**config.mk**
```make
export PLATFORM = sky130hd
export DESIGN_NAME = hmc_rf_access_master
export DESIGN_NICKNAME = d
export VERILOG_FILES = /design/src/rtl/hmc_rf_access_master.sv
export SDC_FILE = /design/constraint.sdc
export NUM_CORES = 1
export LEC_CHECK = 0
export CAP_MARGIN = 15
export CELL_PAD_IN_SITES_DETAIL_PLACEMENT = 0
export CELL_PAD_IN_SITES_GLOBAL_PLACEMENT = 1
export CORE_MARGIN = 3
export CORE_UTILIZATION = 43
export CTS_CLUSTER_DIAMETER = 40
export DETAILED_ROUTE_END_ITERATION = 7
export PLACE_DENSITY_LB_ADDON = 0.12
export REMOVE_ABC_BUFFERS = 1
export SLEW_MARGIN = 0
export SYNTH_ARGS = -nofsm -noshare
export SYNTH_HDL_FRONTEND = slang
export SYNTH_SLANG_ARGS = --single-unit
export TNS_END_PERCENT = 1
```
**constraint.sdc**
```tcl
create_clock -name clk_hmc -period 3.8 [get_ports clk_hmc]
set_clock_uncertainty 0.2 [all_clocks]
set_input_delay 0.57 -clock clk_hmc [delete_from_list [all_inputs] [get_ports clk_hmc]]
set_output_delay 0.57 -clock clk_hmc [all_outputs]
set_load 0.02 [all_outputs]
```
**src/rtl/hmc_rf_access_master.sv**
```systemverilog
// Queued request/response master driving the openHMC controller RF port, one access at a time.
// Optional define RF_ADDR_PRECHECK_EN rejects accesses that are illegal in the RF map without strobing the RF.
module hmc_rf_access_master #(
  parameter int HMC_RF_WWIDTH  = 64,
  parameter int HMC_RF_RWIDTH  = 64,
  parameter int HMC_RF_AWIDTH  = 4,
  parameter int LOG_REQ_DEPTH  = 2,
  parameter int TIMEOUT_CYCLES = 16
) (
  input  logic                     clk_hmc,
  input  logic                     res_hmc,
  input  logic                     req_valid,
  output logic                     req_ready,
  input  logic                     req_write,
  input  logic [HMC_RF_AWIDTH-1:0] req_address,
  input  logic [HMC_RF_WWIDTH-1:0] req_wdata,
  output logic                     rsp_valid,
  input  logic                     rsp_ready,
  output logic                     rsp_write,
  output logic [HMC_RF_RWIDTH-1:0] rsp_rdata,
  output logic                     rsp_invalid_address,
  output logic                     rsp_timeout,
  output logic [HMC_RF_AWIDTH-1:0] rf_address,
  output logic [HMC_RF_WWIDTH-1:0] rf_write_data,
  output logic                     rf_read_en,
  output logic                     rf_write_en,
  input  logic [HMC_RF_RWIDTH-1:0] rf_read_data,
  input  logic                     rf_invalid_address,
  input  logic                     rf_access_complete
);
  localparam int REQ_DEPTH = 2 ** LOG_REQ_DEPTH;
  localparam int CNT_W     = $clog2(TIMEOUT_CYCLES + 1);

  typedef enum logic [1:0] {IDLE, ISSUE, WAIT, RESP} state_t;
  state_t state;

  logic [HMC_RF_AWIDTH-1:0] fifo_addr  [REQ_DEPTH];
  logic [HMC_RF_WWIDTH-1:0] fifo_wdata [REQ_DEPTH];
  logic                     fifo_write [REQ_DEPTH];
  logic [LOG_REQ_DEPTH-1:0] wr_ptr, rd_ptr;
  logic [LOG_REQ_DEPTH:0]   count, count_next;
  logic                     push, pop;
  logic                     head_write;
  logic [HMC_RF_AWIDTH-1:0] head_addr;
  logic [HMC_RF_WWIDTH-1:0] head_wdata;
  logic                     cmd_write;
  logic [CNT_W-1:0]         wait_cnt;

  assign push       = req_valid && req_ready;
  assign pop        = (state == IDLE) && (count != '0);
  assign head_write = fifo_write[rd_ptr];
  assign head_addr  = fifo_addr[rd_ptr];
  assign head_wdata = fifo_wdata[rd_ptr];

  always_comb begin
    count_next = count;
    if (push && !pop)
      count_next = count + 1'b1;
    else if (!push && pop)
      count_next = count - 1'b1;
  end

  always_ff @(posedge clk_hmc) begin
    if (push) begin
      fifo_addr[wr_ptr]  <= req_address;
      fifo_wdata[wr_ptr] <= req_wdata;
      fifo_write[wr_ptr] <= req_write;
    end
  end

  // req_ready is registered from the next occupancy so it is glitch-free to the host
  always_ff @(posedge clk_hmc) begin
    if (res_hmc) begin
      wr_ptr    <= '0;
      rd_ptr    <= '0;
      count     <= '0;
      req_ready <= 1'b0;
    end else begin
      if (push)
        wr_ptr <= wr_ptr + 1'b1;
      if (pop)
        rd_ptr <= rd_ptr + 1'b1;
      count     <= count_next;
      req_ready <= (count_next != (LOG_REQ_DEPTH+1)'(REQ_DEPTH));
    end
  end

`ifdef RF_ADDR_PRECHECK_EN
  function automatic logic access_legal(input logic wr, input logic [HMC_RF_AWIDTH-1:0] a);
    if (wr)
      return (a == HMC_RF_AWIDTH'(2)) || (a == HMC_RF_AWIDTH'(8)) ||
             ((a >= HMC_RF_AWIDTH'(13)) && (a <= HMC_RF_AWIDTH'(15)));
    return a != HMC_RF_AWIDTH'(8);
  endfunction
`endif

  always_ff @(posedge clk_hmc) begin
    if (res_hmc) begin
      state               <= IDLE;
      cmd_write           <= 1'b0;
      wait_cnt            <= '0;
      rf_address          <= '0;
      rf_write_data       <= '0;
      rf_read_en          <= 1'b0;
      rf_write_en         <= 1'b0;
      rsp_valid           <= 1'b0;
      rsp_write           <= 1'b0;
      rsp_rdata           <= '0;
      rsp_invalid_address <= 1'b0;
      rsp_timeout         <= 1'b0;
    end else begin
      case (state)
        IDLE: begin
          if (pop) begin
            cmd_write     <= head_write;
            rf_address    <= head_addr;
            rf_write_data <= head_wdata;
`ifdef RF_ADDR_PRECHECK_EN
            if (!access_legal(head_write, head_addr)) begin
              rsp_valid           <= 1'b1;
              rsp_write           <= head_write;
              rsp_rdata           <= '0;
              rsp_invalid_address <= 1'b1;
              rsp_timeout         <= 1'b0;
              state               <= RESP;
            end else begin
              rf_read_en  <= !head_write;
              rf_write_en <= head_write;
              state       <= ISSUE;
            end
`else
            rf_read_en  <= !head_write;
            rf_write_en <= head_write;
            state       <= ISSUE;
`endif
          end
        end
        ISSUE: begin
          rf_read_en  <= 1'b0;
          rf_write_en <= 1'b0;
          wait_cnt    <= '0;
          state       <= WAIT;
        end
        // A completion in the same cycle as the last timeout slot still counts as a completion
        WAIT: begin
          if (rf_access_complete) begin
            rsp_valid           <= 1'b1;
            rsp_write           <= cmd_write;
            rsp_rdata           <= cmd_write ? '0 : rf_read_data;
            rsp_invalid_address <= rf_invalid_address;
            rsp_timeout         <= 1'b0;
            state               <= RESP;
          end else if (wait_cnt == CNT_W'(TIMEOUT_CYCLES - 1)) begin
            rsp_valid           <= 1'b1;
            rsp_write           <= cmd_write;
            rsp_rdata           <= '0;
            rsp_invalid_address <= 1'b0;
            rsp_timeout         <= 1'b1;
            state               <= RESP;
          end else begin
            wait_cnt <= wait_cnt + 1'b1;
          end
        end
        RESP: begin
          if (rsp_ready) begin
            rsp_valid           <= 1'b0;
            rsp_write           <= 1'b0;
            rsp_rdata           <= '0;
            rsp_invalid_address <= 1'b0;
            rsp_timeout         <= 1'b0;
            state               <= IDLE;
          end
        end
        default: state <= IDLE;
      endcase
    end
  end
endmodule

```
==> impl_metrics.toml <==
[worst_setup_path]
cpLargestDelayFamily = "buffers and inverters"
cp.required_ns = 3.03
worst-path-max-fanout = 7
critical_path_buf_inv_count = 1
slowest_delay_ns = 0.67
crit_arrival_ns = 1.69
cp-end-kind = "output pin"
critical_path.cell_chain = "clkdlybuf4s50_1"
worst_path_max_delay_cell = "clkdlybuf4s50_1"
start_kind = "flip-flop"
path_class = "reg2out"

[sta]
finalHoldViolCount = 0
rsz0062_at_grt = "false"
setup_tns_ns = 0
fmax_mhz = 407
final_max_slew_viol_count = 0
period_needed_ns = 2.46
fin_ws_ns = 1.34
worst_slew_pin_slew_ns = 1.09
maxSlewHeadroom_pct = 27.1
whs_ns = 0.252
setup_viol = 0
finalCritPeriodShare_pct = 64.7

[route]
ant_nets = 0
drt-total-wl_mm = 35.8
route.detailed.drc = 0
num_vias = 9266
routed_via_density = 5.15
wire_per_inst_um = 19.9
first_pass_iters = 6
drt_iter0_drc = 334

[clocking]
cts_tree = "yes"
numCtsBuffers = 58
hold_buffers = 0
clock-sinks = 432
clock_latency_ns = 0.58
cts.path.max_buffers = 3
clkTransAtPathRegs_ns = 0.06
cts_resized = 0
ctsHtreeMaxLevel = 2
root_buffer = "clkbuf_16"
post_cts_buffers = 0

[layout]
fin_nets = 1442
syn_to_final_growth_pct = 33.8
final_cells = 1800
diodes = 0
drive_gt1_share_pct = 14.5
final_cell_area_um2 = 20900
final_util_pct = 58.5
fill_cells = 2859

[logic_synthesis]
synthArstFlopShare_pct = 0
ys_warn_count = 0
synth_seq_area_share_pct = 73.1
netlist_area_um2 = 15600
syn_avg_cell_area_um2 = 15.5
syn_inst = 1006
synth.distinct_cells = 43
synth_edf_count = 276
synth_flop_cell = "edfxtp_1"
synth_seq_cells = 432

[global_route]
grt_antenna_before_repair = 4
grt_pass1_vias = 9415
grt_overflow_total = 0
grt_usage_pct = 18.4
grt_pass1_wl_mm = 55.0
grt_max_degree = 72

[floorplan]
num_io_pins = 278
die_width_um = 196
core_area_um2 = 35700
fp-row-count = 69
dieArea_um2 = 38600
die_h_um = 196
initial_utilization_pct = 43.8

[placed_design]
hpwl_mm = 22.1
dpl_cell_area_um2 = 18800
dp.cells = 1691
place_congestion = 0.727
io_buffers = 277
preCtsSetupSlack_ns = 1.11

[pwr]
switching_power_mw = 4.51
comb_power_share_pct = 24.5
clockPowerShare_pct = 35.8
p_int_mw = 11.1
switching_share_pct = 28.9
p_leak_nw = 7.00
ir_worst_vdd_mv = 0.478
seqPwrFrac_pct = 39.7
p_per_area_nw_per_um2 = 749
power_mw = 15.6

[min_path]
hold_path.class = "reg2reg"

[status]
status = "complete, no violations"

[job]
cap_violations = 0
## cell usage after synthesis, types with 3 or more instances
| cell | count | area [um^2] |
|---|---|---|
| a21oi_1 | 76 | 380 |
| a22oi_1 | 65 | 488 |
| and3_1 | 5 | 31.3 |
| buf_1 | 9 | 33.8 |
| buf_2 | 16 | 80.1 |
| buf_4 | 9 | 67.6 |
| buf_6 | 6 | 67.6 |
| clkbuf_1 | 24 | 90.1 |
| dfxtp_1 | 156 | 3120 |
| edfxtp_1 | 276 | 8290 |
| ha_1 | 13 | 163 |
| inv_1 | 8 | 30.0 |
| mux4_2 | 69 | 1550 |
| nand2_1 | 149 | 559 |
| nand2b_1 | 4 | 25.0 |
| nand3_1 | 3 | 15.0 |
| nor2_1 | 80 | 300 |
| nor3_1 | 3 | 15.0 |
| xnor2_1 | 4 | 35.0 |
| xor2_1 | 4 | 35.0 |
## layer usage
metal | GRT usage, % | part of all wire (%) | vias to the layer above | wire [um]
met5 | 0 | 0.18 | - | 63
met4 | 5.55 | 1.8 | 8 | 632
met3 | 5.28 | 7.5 | 53 | 2700
met2 | 30.4 | 49 | 287 | 17400
met1 | 24.0 | 42 | 4576 | 15000
li1 | - | - | 4342 | -
## worst min-delay path: cells and delay by family, from the launching register on
kind / cells / cell delay, ns
AO/OA/AOI/OAI: 1 / 0.05
flip-flops: 1 / 0.30
AND/OR/NAND/NOR: 1 / 0.05
## sequential cells by signal (all words and copies together) (netlist names), named ones only
name	cells
wr_ptr	2
rsp_rdata	64
rf_write_en	1
count	3
req_ready	1
rf_address	4
rd_ptr	2
rsp_write	1
state	2
cmd_write	1
rf_write_data	64
rsp_timeout	1
rsp_valid	1
wait_cnt	5
fifo_addr	16
fifo_write	4
rf_read_en	1
fifo_wdata	256
rsp_invalid_address	1
## cell families after synthesis
| family | share of synthesized area, % |
|---|---|
| DFF | 73.1 |
| and+or+nand+nor | 6.84 |
| AOI/OAI and AO/OA | 5.97 |
| buffers and inverters | 2.46 |
| muxes | 10.1 |
| adders and majority gates | 1.04 |
| xor gates and xnor gates | 0.449 |
## layout make-up
cell class	count	area [um^2]	share of cell area, %
clock buffer	73	1630	7.82
clock inverter	36	425	2.04
inverter	8	30.0	0.144
multi-input combinational	501	3850	18.5
sequential	432	11400	54.7
tap	461	577	2.76
timing repair buffer	289	2940	14.1
## power by group through the flow
stage / Combinational [mW] / Clock (mW) / Sequential [mW]
final: 3.83 / 5.59 / 6.21
after detailed placement: 3.91 / 0 / 6.33
after CTS: 3.92 / 5.74 / 6.23
after global placement: 3.90 / 0 / 6.31
after floorplan: 1.68 / 0 / 6.81
after global routing: 4.17 / 5.93 / 6.31
## layout by cell type, fill, tap and decap left out, drive strengths merged, types with 13 or more instances in the layout
master         count
inv               14
mux4              69
nor2              81
ha                13
a22oi             65
edfxtp           276
dfxtp            156
clkbuf            73
clkinv            16
nand2            150
clkdlybuf4s50    276
a21oi             76
buf               13
## final timing paths
kind                                  startpoint  slack [ns]                        endpoint  cells past startpoint
setup / recovery            req_ready$_SDFF_PP0_        1.34                       req_ready                      1
hold / removal    rf_write_data[52]$_SDFFE_PP0P_        0.25  rf_write_data[52]$_SDFFE_PP0P_                      2
setup reg to reg        wait_cnt[0]$_SDFFE_PP0P_        1.35          rsp_write$_SDFFE_PP0P_                      8
hold reg to reg   rf_write_data[52]$_SDFFE_PP0P_        0.25  rf_write_data[52]$_SDFFE_PP0P_                      2
No activity file was read; power rests on OpenSTA's default activity.
